$ cat src/rtl/dm_arbiter_if.sv
// rtl/dm_arbiter_if.sv - bus bundle between the data-memory arbiter and its clients
// Purpose: groups processor status, core/host request ports, the single-port
//  memory port and the arbiter state outputs.
// Signals:
//  status                          processor status (00 idle, 01 start, 10 running)
//  core_req/we/addr/wdata          core request, held until core_ack
//  core_ack/core_rdata             core completion pulse and read data
//  host_req/we/addr/wdata          host loader request, held until host_ack
//  host_ack/host_rdata             host completion pulse and read data
//  mem_en/we/addr/wdata/rdata      memory port
//  busy/owner                      arbiter busy, current owner (0 core, 1 host)
// Modports: slave = arbiter side, master = clients/memory side.
interface dm_arbiter_if #(
    parameter int ADDR_W = 16,
    parameter int DATA_W = 8
);
    logic [1:0]        status;

    logic              core_req;
    logic              core_we;
    logic [ADDR_W-1:0] core_addr;
    logic [DATA_W-1:0] core_wdata;
    logic              core_ack;
    logic [DATA_W-1:0] core_rdata;

    logic              host_req;
    logic              host_we;
    logic [ADDR_W-1:0] host_addr;
    logic [DATA_W-1:0] host_wdata;
    logic              host_ack;
    logic [DATA_W-1:0] host_rdata;

    logic              mem_en;
    logic              mem_we;
    logic [ADDR_W-1:0] mem_addr;
    logic [DATA_W-1:0] mem_wdata;
    logic [DATA_W-1:0] mem_rdata;

    logic              busy;
    logic              owner;

    modport slave (
        input  status,
        input  core_req, core_we, core_addr, core_wdata,
        output core_ack, core_rdata,
        input  host_req, host_we, host_addr, host_wdata,
        output host_ack, host_rdata,
        output mem_en, mem_we, mem_addr, mem_wdata,
        input  mem_rdata,
        output busy, owner
    );

    modport master (
        output status,
        output core_req, core_we, core_addr, core_wdata,
        input  core_ack, core_rdata,
        output host_req, host_we, host_addr, host_wdata,
        input  host_ack, host_rdata,
        input  mem_en, mem_we, mem_addr, mem_wdata,
        output mem_rdata,
        input  busy, owner
    );
endinterface

$ cat src/rtl/dm_arbiter.sv
// rtl/dm_arbiter.sv - data-memory arbiter between processor core and host loader
// Purpose: shares the single-port data memory between the core (LOAD/STORE)
//  and the host image loader. One access in flight; default priority follows
//  processor status, and an aging counter per requester prevents starvation.
// Ports:
//  clk   in  rising-edge clock
//  rst   in  asynchronous reset, active-high
//  bus   dm_arbiter_if.slave: status, core_*/host_* request/ack ports,
//        mem_* memory port, busy, owner
module dm_arbiter #(
    parameter int ADDR_W   = 16,
    parameter int DATA_W   = 8,
    parameter int RD_LAT   = 1,
    parameter int MAX_WAIT = 4
) (
    input  logic        clk,
    input  logic        rst,
    dm_arbiter_if.slave bus
);
    typedef enum logic [1:0] {
        S_IDLE   = 2'd0,
        S_ACCESS = 2'd1,
        S_WAIT   = 2'd2,
        S_RESP   = 2'd3
    } state_t;

    localparam logic [3:0] AGE_MAX  = 4'(MAX_WAIT);
    localparam logic [1:0] LAT_LAST = 2'(RD_LAT - 1);

    state_t            state_q, state_d;
    logic [3:0]        core_age_q, core_age_d;
    logic [3:0]        host_age_q, host_age_d;
    logic [1:0]        wait_cnt_q, wait_cnt_d;
    logic              mem_en_q, mem_en_d;
    logic              mem_we_q, mem_we_d;
    logic [ADDR_W-1:0] mem_addr_q, mem_addr_d;
    logic [DATA_W-1:0] mem_wdata_q, mem_wdata_d;
    logic              owner_q, owner_d;
    logic              busy_q, busy_d;
    logic              core_ack_q, core_ack_d;
    logic              host_ack_q, host_ack_d;
    logic [DATA_W-1:0] core_rdata_q, core_rdata_d;
    logic [DATA_W-1:0] host_rdata_q, host_rdata_d;
    logic              pick_host;

    function automatic logic [3:0] sat_inc(input logic [3:0] age);
        return (age == AGE_MAX) ? age : age + 4'd1;
    endfunction

    always_comb begin
        state_d      = state_q;
        core_age_d   = core_age_q;
        host_age_d   = host_age_q;
        wait_cnt_d   = wait_cnt_q;
        mem_en_d     = 1'b0;
        mem_we_d     = mem_we_q;
        mem_addr_d   = mem_addr_q;
        mem_wdata_d  = mem_wdata_q;
        owner_d      = owner_q;
        core_ack_d   = 1'b0;
        host_ack_d   = 1'b0;
        core_rdata_d = core_rdata_q;
        host_rdata_d = host_rdata_q;
        pick_host    = 1'b0;

        case (state_q)
            S_IDLE: begin
                // A requester that has lost MAX_WAIT times in a row overrides
                // the status-based default; only one can be aged at a time
                // because the winner's counter is cleared on every grant.
                if (bus.core_req && bus.host_req) begin
                    if (core_age_q == AGE_MAX) begin
                        pick_host = 1'b0;
                    end else if (host_age_q == AGE_MAX) begin
                        pick_host = 1'b1;
                    end else begin
                        pick_host = (bus.status != 2'b10);
                    end
                end else begin
                    pick_host = bus.host_req;
                end

                // Age only while losing; grant or absent request clears it.
                core_age_d = (bus.core_req && pick_host)  ? sat_inc(core_age_q) : 4'd0;
                host_age_d = (bus.host_req && !pick_host) ? sat_inc(host_age_q) : 4'd0;

                if (bus.core_req || bus.host_req) begin
                    owner_d     = pick_host;
                    mem_en_d    = 1'b1;
                    mem_we_d    = pick_host ? bus.host_we    : bus.core_we;
                    mem_addr_d  = pick_host ? bus.host_addr  : bus.core_addr;
                    mem_wdata_d = pick_host ? bus.host_wdata : bus.core_wdata;
                    state_d     = S_ACCESS;
                end
            end

            S_ACCESS: begin
                if (mem_we_q) begin
                    core_ack_d = !owner_q;
                    host_ack_d = owner_q;
                    state_d    = S_RESP;
                end else begin
                    wait_cnt_d = 2'd0;
                    state_d    = S_WAIT;
                end
            end

            S_WAIT: begin
                if (wait_cnt_q == LAT_LAST) begin
                    if (owner_q) begin
                        host_rdata_d = bus.mem_rdata;
                    end else begin
                        core_rdata_d = bus.mem_rdata;
                    end
                    core_ack_d = !owner_q;
                    host_ack_d = owner_q;
                    state_d    = S_RESP;
                end else begin
                    wait_cnt_d = wait_cnt_q + 2'd1;
                end
            end

            S_RESP: begin
                state_d = S_IDLE;
            end

            default: begin
                state_d = S_IDLE;
            end
        endcase

        busy_d = (state_d != S_IDLE);
    end

    always_ff @(posedge clk or posedge rst) begin
        if (rst) begin
            state_q      <= S_IDLE;
            core_age_q   <= 4'd0;
            host_age_q   <= 4'd0;
            wait_cnt_q   <= 2'd0;
            mem_en_q     <= 1'b0;
            mem_we_q     <= 1'b0;
            mem_addr_q   <= '0;
            mem_wdata_q  <= '0;
            owner_q      <= 1'b0;
            busy_q       <= 1'b0;
            core_ack_q   <= 1'b0;
            host_ack_q   <= 1'b0;
            core_rdata_q <= '0;
            host_rdata_q <= '0;
        end else begin
            state_q      <= state_d;
            core_age_q   <= core_age_d;
            host_age_q   <= host_age_d;
            wait_cnt_q   <= wait_cnt_d;
            mem_en_q     <= mem_en_d;
            mem_we_q     <= mem_we_d;
            mem_addr_q   <= mem_addr_d;
            mem_wdata_q  <= mem_wdata_d;
            owner_q      <= owner_d;
            busy_q       <= busy_d;
            core_ack_q   <= core_ack_d;
            host_ack_q   <= host_ack_d;
            core_rdata_q <= core_rdata_d;
            host_rdata_q <= host_rdata_d;
        end
    end

    assign bus.mem_en     = mem_en_q;
    assign bus.mem_we     = mem_we_q;
    assign bus.mem_addr   = mem_addr_q;
    assign bus.mem_wdata  = mem_wdata_q;
    assign bus.owner      = owner_q;
    assign bus.busy       = busy_q;
    assign bus.core_ack   = core_ack_q;
    assign bus.host_ack   = host_ack_q;
    assign bus.core_rdata = core_rdata_q;
    assign bus.host_rdata = host_rdata_q;
endmodule

$ cat src/flat_wrapper.sv
// flat-port wrapper written by rule: the top's interface ports become plain ports
module dm_arbiter_flat 
#(
    parameter int ADDR_W   = 16,
    parameter int DATA_W   = 8,
    parameter int RD_LAT   = 1,
    parameter int MAX_WAIT = 4
)
  (clk, rst, bus_status, bus_core_req, bus_core_we, bus_core_addr, bus_core_wdata, bus_core_ack, bus_core_rdata, bus_host_req, bus_host_we, bus_host_addr, bus_host_wdata, bus_host_ack, bus_host_rdata, bus_mem_en, bus_mem_we, bus_mem_addr, bus_mem_wdata, bus_mem_rdata, bus_busy, bus_owner);
  dm_arbiter_if #(.ADDR_W(ADDR_W), .DATA_W(DATA_W)) bus_i ();
  input  logic clk;
  input  logic rst;
  input wire logic [$bits(bus_i.status)-1:0] bus_status;
  input wire logic [$bits(bus_i.core_req)-1:0] bus_core_req;
  input wire logic [$bits(bus_i.core_we)-1:0] bus_core_we;
  input wire logic [$bits(bus_i.core_addr)-1:0] bus_core_addr;
  input wire logic [$bits(bus_i.core_wdata)-1:0] bus_core_wdata;
  output wire logic [$bits(bus_i.core_ack)-1:0] bus_core_ack;
  output wire logic [$bits(bus_i.core_rdata)-1:0] bus_core_rdata;
  input wire logic [$bits(bus_i.host_req)-1:0] bus_host_req;
  input wire logic [$bits(bus_i.host_we)-1:0] bus_host_we;
  input wire logic [$bits(bus_i.host_addr)-1:0] bus_host_addr;
  input wire logic [$bits(bus_i.host_wdata)-1:0] bus_host_wdata;
  output wire logic [$bits(bus_i.host_ack)-1:0] bus_host_ack;
  output wire logic [$bits(bus_i.host_rdata)-1:0] bus_host_rdata;
  output wire logic [$bits(bus_i.mem_en)-1:0] bus_mem_en;
  output wire logic [$bits(bus_i.mem_we)-1:0] bus_mem_we;
  output wire logic [$bits(bus_i.mem_addr)-1:0] bus_mem_addr;
  output wire logic [$bits(bus_i.mem_wdata)-1:0] bus_mem_wdata;
  input wire logic [$bits(bus_i.mem_rdata)-1:0] bus_mem_rdata;
  output wire logic [$bits(bus_i.busy)-1:0] bus_busy;
  output wire logic [$bits(bus_i.owner)-1:0] bus_owner;
  assign bus_i.status = bus_status;
  assign bus_i.core_req = bus_core_req;
  assign bus_i.core_we = bus_core_we;
  assign bus_i.core_addr = bus_core_addr;
  assign bus_i.core_wdata = bus_core_wdata;
  assign bus_core_ack = bus_i.core_ack;
  assign bus_core_rdata = bus_i.core_rdata;
  assign bus_i.host_req = bus_host_req;
  assign bus_i.host_we = bus_host_we;
  assign bus_i.host_addr = bus_host_addr;
  assign bus_i.host_wdata = bus_host_wdata;
  assign bus_host_ack = bus_i.host_ack;
  assign bus_host_rdata = bus_i.host_rdata;
  assign bus_mem_en = bus_i.mem_en;
  assign bus_mem_we = bus_i.mem_we;
  assign bus_mem_addr = bus_i.mem_addr;
  assign bus_mem_wdata = bus_i.mem_wdata;
  assign bus_i.mem_rdata = bus_mem_rdata;
  assign bus_busy = bus_i.busy;
  assign bus_owner = bus_i.owner;
  dm_arbiter #(.ADDR_W(ADDR_W), .DATA_W(DATA_W), .RD_LAT(RD_LAT), .MAX_WAIT(MAX_WAIT)) u_core (.clk(clk), .rst(rst), .bus(bus_i));
endmodule
$ cat config.mk
export PLATFORM = sky130hd
export DESIGN_NAME = dm_arbiter_flat
export DESIGN_NICKNAME = d
export VERILOG_FILES = /design/src/rtl/dm_arbiter_if.sv /design/src/rtl/dm_arbiter.sv /design/src/flat_wrapper.sv
export SDC_FILE = /design/constraint.sdc
export NUM_CORES = 1
export LEC_CHECK = 0
export ABC_CLOCK_PERIOD_IN_PS = 3160
export BUFFER_PORTS_ARGS = -buffer_cell sky130_fd_sc_hd__buf_2
export CORE_ASPECT_RATIO = 1.1
export CORE_UTILIZATION = 30
export DETAILED_ROUTE_END_ITERATION = 6
export GPL_TIMING_DRIVEN = 1
export PLACE_DENSITY_LB_ADDON = 0.08
export SYNTH_ARGS = -nofsm -noshare
export SYNTH_HDL_FRONTEND = slang
export SYNTH_SLANG_ARGS = --single-unit
$ cat constraint.sdc
create_clock -name clk -period 3.16 [get_ports clk]
set_input_delay 0.316 -clock clk [delete_from_list [all_inputs] [get_ports clk]]
set_output_delay 0.316 -clock clk [all_outputs]
set_load 0.02 [all_outputs]
# Yosys cells after proc, flatten, opt, wreduce, memory -nomap -nowiden
# Cells that the tools add are included.
# Widths: inputs -> output; s select.
dict set report totals {
  reg_bits 58
  inputBits 64
  output_inout_bits 46
  word_cells 70
}
dict set report classes {
  addsub 3
  n_eq_ne 10
  muxes 26
  bitwise_logic 1
  n_reduce_logical 16
}
# operator count
set ops {}
lappend ops {{$mux 16} 1}
lappend ops {{$mux 4} 4}
lappend ops {{$mux 1} 12}
lappend ops {{$ne 2x2->1 const B} 5}
lappend ops {{$reduce_and 3->1} 3}
lappend ops {{$add 4x1->4 const B} 2}
lappend ops {{$eq 4x3->1 const B} 2}
lappend ops {{$mux 2} 4}
lappend ops {{$mux 8} 1}
lappend ops {{$pmux 2 s4} 1}
lappend ops {{$reduce_and 2->1} 3}
lappend ops {{$eq 2x2->1 const B} 2}
lappend ops {{$logic_not 2->1} 2}
lappend ops {{$pmux 1 s2} 2}
lappend ops {{$pmux 2 s2} 1}
lappend ops {{$reduce_bool 2->1} 2}
lappend ops {{$logic_and 1x1->1} 3}
lappend ops {{$add 2x1->2 const B} 1}
lappend ops {{$eq 2x1->1 const B} 1}
lappend ops {{$logic_not 1->1} 2}
lappend ops {{$logic_or 1x1->1} 1}
lappend ops {{$not 1->1} 1}

# Longest topological paths before layout
# Gate-level depths: netlist (run 1).
dict set report depth {
  depth_word 9
  depth_mapped 8
  ltp_nobuf 6
}

# Worst setup path before layout (run 1)
# No wires, ideal clock.
dict set report synth_timing {
  path_type {register to register}
  from {reg u_core.host_age_q[0]}
  to {reg u_core.mem_addr_q[0] (netlist: u_core.bus.mem_addr[0])}
  setup_time_ns 0.120
  arrival_ns 1.496
  required_time_ns 3.040
  path_slack_ns 1.545
  stages_incl_launch_ff 9
  n_path_buf 2
  synth_period_minus_slack_ns 1.615
  cell_sequence {dfrtp_1 -> inv_1 -> ha_1 -> and3b_4 -> o211a_1 -> buf_6 -> buf_12 -> a21oi_2 -> a21oi_2}
}
dict set report synth_between {
  elab_chain_cells 6
}
# item line_no
set synth_lines {}
lappend synth_lines {{from (decl)} dm_arbiter.sv:32} ;# logic [3:0] host_age_q, host_age_d;
lappend synth_lines {{from (signal assigned)} dm_arbiter.sv:154} ;# host_age_q <= host_age_d;
lappend synth_lines {{$eq 4x3->1} dm_arbiter.sv:74} ;# end else if (host_age_q == AGE_MAX) begin
lappend synth_lines {{$mux 1} dm_arbiter.sv:74}
lappend synth_lines {{$mux 1} dm_arbiter.sv:72} ;# if (core_age_q == AGE_MAX) begin
lappend synth_lines {{$mux 1} dm_arbiter.sv:71} ;# if (bus.core_req && bus.host_req) begin
lappend synth_lines {{$mux 1} dm_arbiter.sv:66} ;# case (state_q)
lappend synth_lines {{$mux 16} dm_arbiter.sv:91} ;# mem_addr_d = pick_host ? bus.host_addr : bus.core_addr;
lappend synth_lines {{to (signal assigned)} dm_arbiter.sv:158} ;# mem_addr_q <= mem_addr_d;
lappend synth_lines {{to (decl)} dm_arbiter.sv:36} ;# logic [ADDR_W-1:0] mem_addr_q, mem_addr_d;
# Every way passes these cells. The select of a mux whose other input is x is not followed.
# A chain may end at the register's enable or synchronous reset.

# Worst setup path in the final report (run 1)
dict set report layout_timing {
  from {reg u_core.host_age_q[0]}
  to {reg u_core.mem_addr_q[6] (netlist: u_core.bus.mem_addr[6])}
}
# The elaborated chain is that of the path after synthesis.

==> flow_metrics.tcl, run 1 <==
set metrics [dict create \
    grt_pass1_vias 2260 \
    fmax_ghz 0.5304 \
    cts_tree "yes" \
    crit_type "reg -> reg" \
    grt-ovfl-total 0 \
    min_from "bus_core_wdata[0]" \
    yosys.area.top_type "dfrtp_1" \
    gp_congestion 0.7003 \
    synth_warnings 0 \
    drive_gt1_share_pct 43.31 \
    slowest_delay_ns 0.64 \
    ys_seq_elements 58 \
    layout_setup_ws_ns 1.275 \
    status "complete, no violations" \
    drt_iter0_markers 76 \
    start_util_pct 30.74 \
    first_pass_iters 4 \
    cts_root_buf "clkbuf_8" \
    cp_max_fo 25 \
    clock_skew_ns 0.007736 \
    min_path_type "in -> reg" \
    die_w_microns 92.69 \
    dp_slack_ns 1.285 \
    irDropWorstVdd_mv 0.2886 \
    critPathArrivalTime_ns 2.13 \
    timing.rr.start "u_core.host_age_q[0]$_DFFE_PP0P_" \
    die_height_microns 101.8 \
    diodes 0 \
    finalCriticalPeriod_ns 1.885 \
    core_area_sq_um 8828 \
    synth_top_area_share_pct 53.48 \
    power_density_nw_per_um2 1002 \
    ys_types 35 \
    area.growth.synth_to_final_pct 32.41 \
    grt_usage_pct 15.61 \
    io_buffers 109 \
    rows 36 \
    dp_hpwl_microns 4766 \
    die_area_sq_um 9431 \
    ios 110 \
    cts.reportedPaths.clkPinSlew_ns 0.07 \
    cp_cell_sequence "inv_1 -> ha_1 -> and3b_4 -> o211ai_4 -> nand2_1 -> a21oi_1" \
    cts.sinks 58 \
    seq_area_frac_synth_pct 53.48 \
    hold_end "u_core.bus.mem_wdata[0]$_DFFE_PP0P_" \
    finalWirelength_microns 6777 \
    min_path_cells 3 \
    syn_area_sq_um 2714 \
    grt_max_degree 27 \
    filler_cell_count 915 \
    rrSetupSlack_ns 1.27 \
    r2r.worst_path.cells 6 \
    worstSkewPairLatency_ns 0.33 \
    max_slew_margin_pct 48.77 \
    antenna_left 0 \
    numCtsBuffers 9 \
    syn_area_per_cell_sq_um 10.32 \
    slew_viol_final 0 \
    crit-reg2reg-capture "u_core.bus.mem_addr[6]$_DFFE_PP0P_" \
    vias 2300 \
    period_share_pct 59.66 \
    nNetsFinal 449 \
    antenna_found_initial 0 \
    endpoint_kind "register" \
    synth_area_leaders "dfrtp_1 53%, a21oi_1 7.4%, mux2_2 7.1%" \
    max_cap_viol_count 0 \
    syn-num-nets 335 \
    cp-start-kind "register" \
    finalHoldViolCount 0 \
    htreeDepth 3 \
    rsz0062_at_grt "no" \
    setup-tns-final_ns 0 \
    p_leak_nw 1.709 \
    cts_buffer_depth 2 \
    cts_resized 0 \
    crit_slowest_cell "o211ai_4" \
    synthCells 263 \
    grt_pass1_wl_microns 11160 \
    drc 0 \
    tightest_slew_ns 0.7648 \
    critPathRequiredTime_ns 3.40 \
    viasPerCell 4.646 \
    avgRoutedWirePerCell_microns 13.69 \
    final-setup-viol-count 0 \
]
-- Yosys cell counts, drive strengths merged --
library cell	n
nand3	6
clkbuf	3
nand4b	2
and3b	1
nand2	35
inv	12
o211ai	2
a22oi	1
a21o	1
buf	9
o31ai	2
a22o	1
and3	1
nor2b	1
nor2	27
nor3b	1
o211a	1
a21oi	53
a31oi	1
ha	8
o2111ai	1
mux2	17
o21ai	8
nand3b	6
nand2b	1
dfrtp	58
or2	1
o22ai	3
-- power breakdown --
| part | internal, mW | total, mW | leakage, nW | switching (mW) |
|---|---|---|---|---|
| combinational | 0.614 | 1.60 | 0.907 | 0.982 |
| sequential | 1.08 | 1.26 | 0.688 | 0.176 |
| clock | 0.468 | 0.748 | 0.115 | 0.280 |
| total | 2.16 | 3.60 | 1.71 | 1.44 |
-- worst max-delay path: cells and delay by family (launching register included) --
family | cells | cell delay, ns
adder cells (fa/ha/maj) | 1 | 0.20
buffers and inverters | 1 | 0.06
flip-flops | 1 | 0.40
AND/OR/NAND/NOR | 2 | 0.31
AO/OA/AOI/OAI | 2 | 0.82
-- cell usage in the layout (no fill, tap or decap), types with 6 or more instances in the layout --
master / instances
inv_1: 10
mux2_2: 17
nand3b_1: 6
dfrtp_1: 58
clkbuf_8: 14
nand3_1: 6
o21ai_0: 7
ha_1: 8
nor2_1: 27
a21oi_2: 13
buf_2: 109
nand2_1: 35
a21oi_1: 40
-- layer usage --
metal  track usage, %  up-vias  routed length [microns]
li1                 -     1139                        -
met1            20.38     1082                     3181
met2            24.50       71                     3143
met3            4.054        8                      350
met4            6.864        0                      102
met5                0        -                        0
-- final cells by class --
class,count,area [sq um],share of cell area (%)
inverter,12,45.04,1.253
tap,114,142.6,3.969
multi-input combinational,181,1139,31.69
sequential,58,1451,40.39
clock inverter,1,30.03,0.8357
clock buffer,14,192.7,5.362
timing repair buffer,115,593.1,16.50
-- cells by family after synthesis --
group                      after synthesis  synth area share, %
buffers and inverters                   24                4.841
and+or+nand+nor                         82                13.65
AOI/OAI and AO/OA                       74                17.29
DFF                                     58                53.48
adders and majority gates                8                3.688
muxes                                   17                7.054
-- through the flow --
step           instances  hold slack (ns)  power [mW]  utilization [%]  cell area, sq um
2_1_floorplan        263           0.4450       2.361                -              2714
3_3_place_gp         479           0.2881       2.871            38.07              3361
3_5_place_dp         479           0.2854       2.894            38.07              3361
4_1_cts              495           0.1944       3.665            40.70              3593
5_1_grt              495           0.2000       3.897            40.70              3593
6_report             495           0.2132       3.600            40.70              3593
-- flip-flops by register name (all words and copies together) (netlist names), 2 cells and up --
signal,flops
u_core.bus.core_rdata,8
u_core.bus.host_rdata,8
u_core.bus.mem_addr,16
u_core.bus.mem_wdata,8
u_core.core_age_q,4
u_core.host_age_q,4
u_core.state_q,2
u_core.wait_cnt_q,2
-- how the worst max path moves through the flow --
stage                                     start                                   to
2_1_floorplan                               rst            u_core.bus.busy$_DFF_PP0_
3_3_place_gp   u_core.host_age_q[0]$_DFFE_PP0P_  u_core.bus.mem_wdata[7]$_DFFE_PP0P_
3_5_place_dp   u_core.host_age_q[0]$_DFFE_PP0P_  u_core.bus.mem_addr[11]$_DFFE_PP0P_
4_1_cts        u_core.host_age_q[0]$_DFFE_PP0P_   u_core.bus.mem_addr[6]$_DFFE_PP0P_
5_1_grt        u_core.host_age_q[0]$_DFFE_PP0P_        u_core.bus.mem_we$_DFFE_PP0P_
6_report       u_core.host_age_q[0]$_DFFE_PP0P_   u_core.bus.mem_addr[6]$_DFFE_PP0P_
-- what timing repair did --
action / in CTS / in global routing
setup buffers: 0 / 0
endpoints found under the hold margin: 12 / 0
hold buffers: 1 / 0
Note: power is estimated with default switching activity, not from simulation.
==> run 2, diff against run 1 <==
Settings changed: ABC_CLOCK_PERIOD_IN_PS 3160 to 1900.
Clock period 3.16 ns to 1.9 ns, I/O delays scaled along.
==> flow_metrics.tcl, run 2 (synthesis results as in run 1) <==
set metrics [dict create \
    status "complete, no violations" \
    dp_cells 484 \
    fmax_ghz 0.6027 \
    rows 36 \
    cts.reportedPaths.clkPinSlew_ns 0.07 \
    slowest_delay_ns 0.38 \
    ios 110 \
    slew_viol_final 0 \
    viasPerCell 4.581 \
    drive_gt1_share_pct 43.93 \
    cts.sinks 58 \
    critPathArrivalTime_ns 1.91 \
    rrSetupSlack_ns 0.24 \
    worstSkewPairLatency_ns 0.33 \
    grt_pass1_wl_microns 11030 \
    dp_hpwl_microns 4798 \
    cts_tree "yes" \
    core_area_sq_um 8828 \
    grt-ovfl-total 0 \
    largest_reg_flops 16 \
    crit_slowest_cell "dfrtp_1" \
    crit_type "reg -> reg" \
    avgRoutedWirePerCell_microns 13.75 \
    cts_root_buf "clkbuf_8" \
    period_share_pct 87.32 \
    p_total_mw 6.063 \
    hold_slack_ns 0.08503 \
    io_buffers 109 \
    area.growth.synth_to_final_pct 34.26 \
    die_area_sq_um 9431 \
    min_from "bus_core_wdata[3]" \
    path_buf_inv 2 \
    power_density_nw_per_um2 1664 \
    min_path_cells 3 \
    start_util_pct 30.74 \
    antenna_left 0 \
    finalWirelength_microns 6890 \
    p_leak_nw 1.732 \
    clock_skew_ns 0.007019 \
    nNetsFinal 454 \
    cts_buffer_depth 2 \
    htreeDepth 3 \
    setup-tns-final_ns 0 \
    vias 2295 \
    finalCriticalPeriod_ns 1.659 \
    cp_cell_sequence "inv_1 -> ha_1 -> nand4b_1 -> o211a_1 -> buf_6 -> a21oi_1 -> a21oi_1" \
    gp_congestion 0.6970 \
    endpoint_kind "register" \
    die_height_microns 101.8 \
    finalHoldViolCount 0 \
    crit_path_frequent_cell "a21oi_1" \
    rsz0062_at_grt "no" \
    drt_iter0_markers 84 \
    drc 0 \
    final_common_cell "buf_2" \
    cts_setup_buffers 0 \
    placedInstanceArea_sq_um 3411 \
    critPathRequiredTime_ns 2.15 \
    antenna_found_initial 0 \
    r2r.worst_path.cells 7 \
    cp_top_family "compound AO/OA/AOI/OAI gates" \
    irDropWorstVdd_mv 0.4637 \
    grt_usage_pct 15.29 \
    min_path_type "in -> reg" \
    first_pass_iters 4 \
    final_cell_mix "109 x buf_2, 58 x dfrtp_1, 40 x a21oi_1" \
    cp-start-kind "register" \
    hold_end "u_core.bus.mem_wdata[3]$_DFFE_PP0P_" \
    grt_max_degree 40 \
    die_w_microns 92.69 \
    crit-reg2reg-capture "u_core.bus.mem_addr[12]$_DFFE_PP0P_" \
    cp_max_fo 26 \
    final-setup-viol-count 0 \
    numCtsBuffers 9 \
    max_cap_viol_count 0 \
    timing.rr.start "u_core.core_age_q[0]$_DFFE_PP0P_" \
    final_cell_area_sq_um 3643 \
    final_cells 501 \
    diodes 0 \
    max_slew_margin_pct 65.49 \
    tightest_slew_ns 0.5169 \
    grt_pass1_vias 2252 \
]
## run 2: changes by cell type in the layout (fill, tap and decap cells not counted)
| cell | before | now |
|---|---|---|
| buf_6 | 0 | 1 |
| buf_4 | 5 | 8 |
| clkinv_2 | 0 | 2 |
| clkinvlp_4 | 0 | 1 |
| clkbuf_8 | 14 | 10 |
| buf_12 | 0 | 1 |
| bufinv_16 | 1 | 2 |
| clkbuf_1 | 0 | 1 |
## run 2: power breakdown
group	switching, mW	leakage (nW)	internal (mW)	total (mW)
clock network	0.501	0.109	0.770	1.27
registers	0.295	0.688	1.80	2.09
logic	1.64	0.934	1.06	2.70
## run 2: layer usage
metal,track usage [%],wire (microns)
met2,25.81,3236
met1,19.24,3199
met4,6.391,91
met5,0,0
met3,3.003,362
## run 2: layout make-up
cell class / instances / area (sq um)
clock inverters: 5 / 77.57
flip-flops and latches: 58 / 1451
multi-input cells: 181 / 1139
fillers: 935 / 5185
well taps: 114 / 142.6
clock buffers: 11 / 141.4
inverters: 12 / 45.04
repair buffers: 120 / 646.9
## run 2: worst max path at each step
| stage | endpoint | slack, ns | cells past startpoint | startpoint |
|---|---|---|---|---|
| 2_1_floorplan | u_core.bus.busy$_DFF_PP0_ | 0.28 | 1 | rst |
| 3_3_place_gp | u_core.bus.mem_addr[11]$_DFFE_PP0P_ | 0.21 | 7 | u_core.host_age_q[0]$_DFFE_PP0P_ |
| 3_5_place_dp | u_core.bus.mem_addr[12]$_DFFE_PP0P_ | 0.17 | 7 | u_core.host_age_q[0]$_DFFE_PP0P_ |
| 4_1_cts | u_core.bus.mem_addr[12]$_DFFE_PP0P_ | 0.16 | 7 | u_core.host_age_q[0]$_DFFE_PP0P_ |
| 5_1_grt | u_core.bus.mem_wdata[6]$_DFFE_PP0P_ | 0.09 | 7 | u_core.core_age_q[0]$_DFFE_PP0P_ |
| 6_report | u_core.bus.mem_addr[12]$_DFFE_PP0P_ | 0.24 | 7 | u_core.core_age_q[0]$_DFFE_PP0P_ |
## run 2: per-stage QoR
stage	util (%)	worst slack [ns]
final	41.27	0.2409
after floorplan	-	0.2820
after detailed placement	38.63	0.1705
after CTS	41.23	0.1638
after global routing	41.27	0.09365
after global placement	38.63	0.2128
## run 2: tightest hold or removal path: stages
cell and delay, ns:
buf_2 0.10, nand2_1 0.04, a21oi_1 0.05
## run 2: repair_timing
action,CTS,global route
hold endpoints to repair,19,0
hold buffers,1,0
setup endpoints to repair,0,1
gates resized for setup,0,1
==> run 3, diff against run 2 <==
Settings changed: MAX_ROUTING_LAYER set to met4.
==> flow_metrics.tcl, run 3 (synthesis results as in run 1) <==
set metrics [dict create \
    die_area_sq_um 9431 \
    dp_cells 484 \
    io_buffers 109 \
    drive_gt1_share_pct 43.93 \
    rrSetupSlack_ns 0.24 \
    drt_iter0_markers 80 \
    finalCriticalPeriod_ns 1.658 \
    filler_cell_count 935 \
    antenna_left 0 \
    avgRoutedWirePerCell_microns 13.79 \
    crit_path_frequent_cell "a21oi_1" \
    dp_hpwl_microns 4798 \
    ios 110 \
    final_common_cell "buf_2" \
    area.growth.synth_to_final_pct 34.26 \
    irDropWorstVdd_mv 0.4638 \
    start_util_pct 30.74 \
    cts_root_buf "clkbuf_8" \
    max_cap_viol_count 0 \
    final_cells 501 \
    p_total_mw 6.067 \
    rows 36 \
    min_from "bus_core_wdata[3]" \
    rsz0062_at_grt "no" \
    cts_setup_buffers 0 \
    cp_max_fo 26 \
    cts.reportedPaths.clkPinSlew_ns 0.07 \
    cp_cell_sequence "inv_1 -> ha_1 -> and3b_4 -> o211a_1 -> buf_6 -> a21oi_1 -> a21oi_1" \
    finalHoldViolCount 0 \
    status "complete, no violations" \
    max_slew_margin_pct 65.26 \
    multi_input_area_sq_um 1139 \
    layout_setup_ws_ns 0.2423 \
    dp_slack_ns 0.1705 \
    path_buf_inv 2 \
    grt_usage_pct 15.78 \
    vias 2296 \
    p_leak_nw 1.732 \
    grt_max_degree 40 \
    final_cell_mix "109 x buf_2, 58 x dfrtp_1, 40 x a21oi_1" \
    numCtsBuffers 9 \
    clock_skew_ns 0.007016 \
    setup-tns-final_ns 0 \
    finalWirelength_microns 6907 \
    fmax_ghz 0.6032 \
    cp-start-kind "register" \
    grt_pass1_vias 2254 \
    final-setup-viol-count 0 \
    crit-reg2reg-capture "u_core.bus.mem_addr[12]$_DFFE_PP0P_" \
    die_w_microns 92.69 \
    cp_top_family "compound AO/OA/AOI/OAI gates" \
    endpoint_kind "register" \
    largest_reg_flops 16 \
    worstSkewPairLatency_ns 0.33 \
    nNetsFinal 454 \
    power_density_nw_per_um2 1665 \
    final-seq-area_sq_um 1451 \
    cts_tree "yes" \
    gp_congestion 0.7045 \
    critPathArrivalTime_ns 1.88 \
    period_share_pct 87.25 \
    min_path_type "in -> reg" \
    first_pass_iters 4 \
    cts_buffer_depth 2 \
    timing.rr.start "u_core.host_age_q[0]$_DFFE_PP0P_" \
    viasPerCell 4.583 \
    crit_slowest_cell "dfrtp_1" \
    hold_end "u_core.bus.mem_wdata[3]$_DFFE_PP0P_" \
    min_path_cells 3 \
    grt_pass1_wl_microns 11020 \
    drc 0 \
    critPathRequiredTime_ns 2.12 \
    htreeDepth 3 \
    r2r.worst_path.cells 7 \
    antenna_found_initial 0 \
    crit_type "reg -> reg" \
    slew_viol_final 0 \
    diodes 0 \
    grt-ovfl-total 0 \
    core_area_sq_um 8828 \
    tightest_slew_ns 0.5204 \
    slowest_delay_ns 0.40 \
    cts.sinks 58 \
    die_height_microns 101.8 \
]
## run 3: worst max path at each step
stage / from / to / slack, ns / depth (start not counted)
5_1_grt: u_core.core_age_q[0]$_DFFE_PP0P_ / u_core.bus.mem_wdata[6]$_DFFE_PP0P_ / 0.09 / 7
2_1_floorplan: rst / u_core.bus.busy$_DFF_PP0_ / 0.28 / 1
3_5_place_dp: u_core.host_age_q[0]$_DFFE_PP0P_ / u_core.bus.mem_addr[12]$_DFFE_PP0P_ / 0.17 / 7
3_3_place_gp: u_core.host_age_q[0]$_DFFE_PP0P_ / u_core.bus.mem_addr[11]$_DFFE_PP0P_ / 0.21 / 7
4_1_cts: u_core.host_age_q[0]$_DFFE_PP0P_ / u_core.bus.mem_addr[12]$_DFFE_PP0P_ / 0.16 / 7
6_report: u_core.host_age_q[0]$_DFFE_PP0P_ / u_core.bus.mem_addr[12]$_DFFE_PP0P_ / 0.24 / 7
## run 3: where the power goes
group | internal, mW | switching [mW]
Combinational | 1.06 | 1.64
Sequential | 1.80 | 0.295
Clock | 0.770 | 0.506
Total | 3.63 | 2.44
## run 3: cell type report
cell class | count | share of cell area (%)
flip-flops and latches | 58 | 39.84
multi-input cells | 181 | 31.25
repair buffers | 120 | 17.75
well taps | 114 | 3.915
clock buffers | 11 | 3.881
clock inverters | 5 | 2.129
inverters | 12 | 1.236
## run 3: routing by layer
layer  vias to the layer above  wire, microns  track usage, %
met5                         -              0               -
met1                      1075           3200           19.28
met4                         0             97           6.391
li1                       1142              -               -
met3                        10            371           2.928
met2                        69           3237           25.81
## run 3: worst register-to-register path, delay by kind of cell (launching register included)
family / cells / cell delay [ns]
adder cells (fa/ha/maj): 1 / 0.20
AO/OA/AOI/OAI: 3 / 0.48
flip-flops: 1 / 0.40
AND/OR/NAND/NOR: 1 / 0.20
buffers and inverters: 2 / 0.25
## run 3: metrics by stage
step / hold WS, ns / utilization [%] / cell area, sq um
2_1_floorplan: 0.3190 / - / 2714
3_3_place_gp: 0.2267 / 38.63 / 3411
3_5_place_dp: 0.2239 / 38.63 / 3411
4_1_cts: 0.07053 / 41.23 / 3640
5_1_grt: 0.07565 / 41.27 / 3643
6_report: 0.08049 / 41.27 / 3643
## run 3: timing repair
action | CTS | global route
hold endpoints to repair | 19 | 0
setup endpoints to repair | 0 | 1
hold buffers | 1 | 0
gates resized for setup | 0 | 1
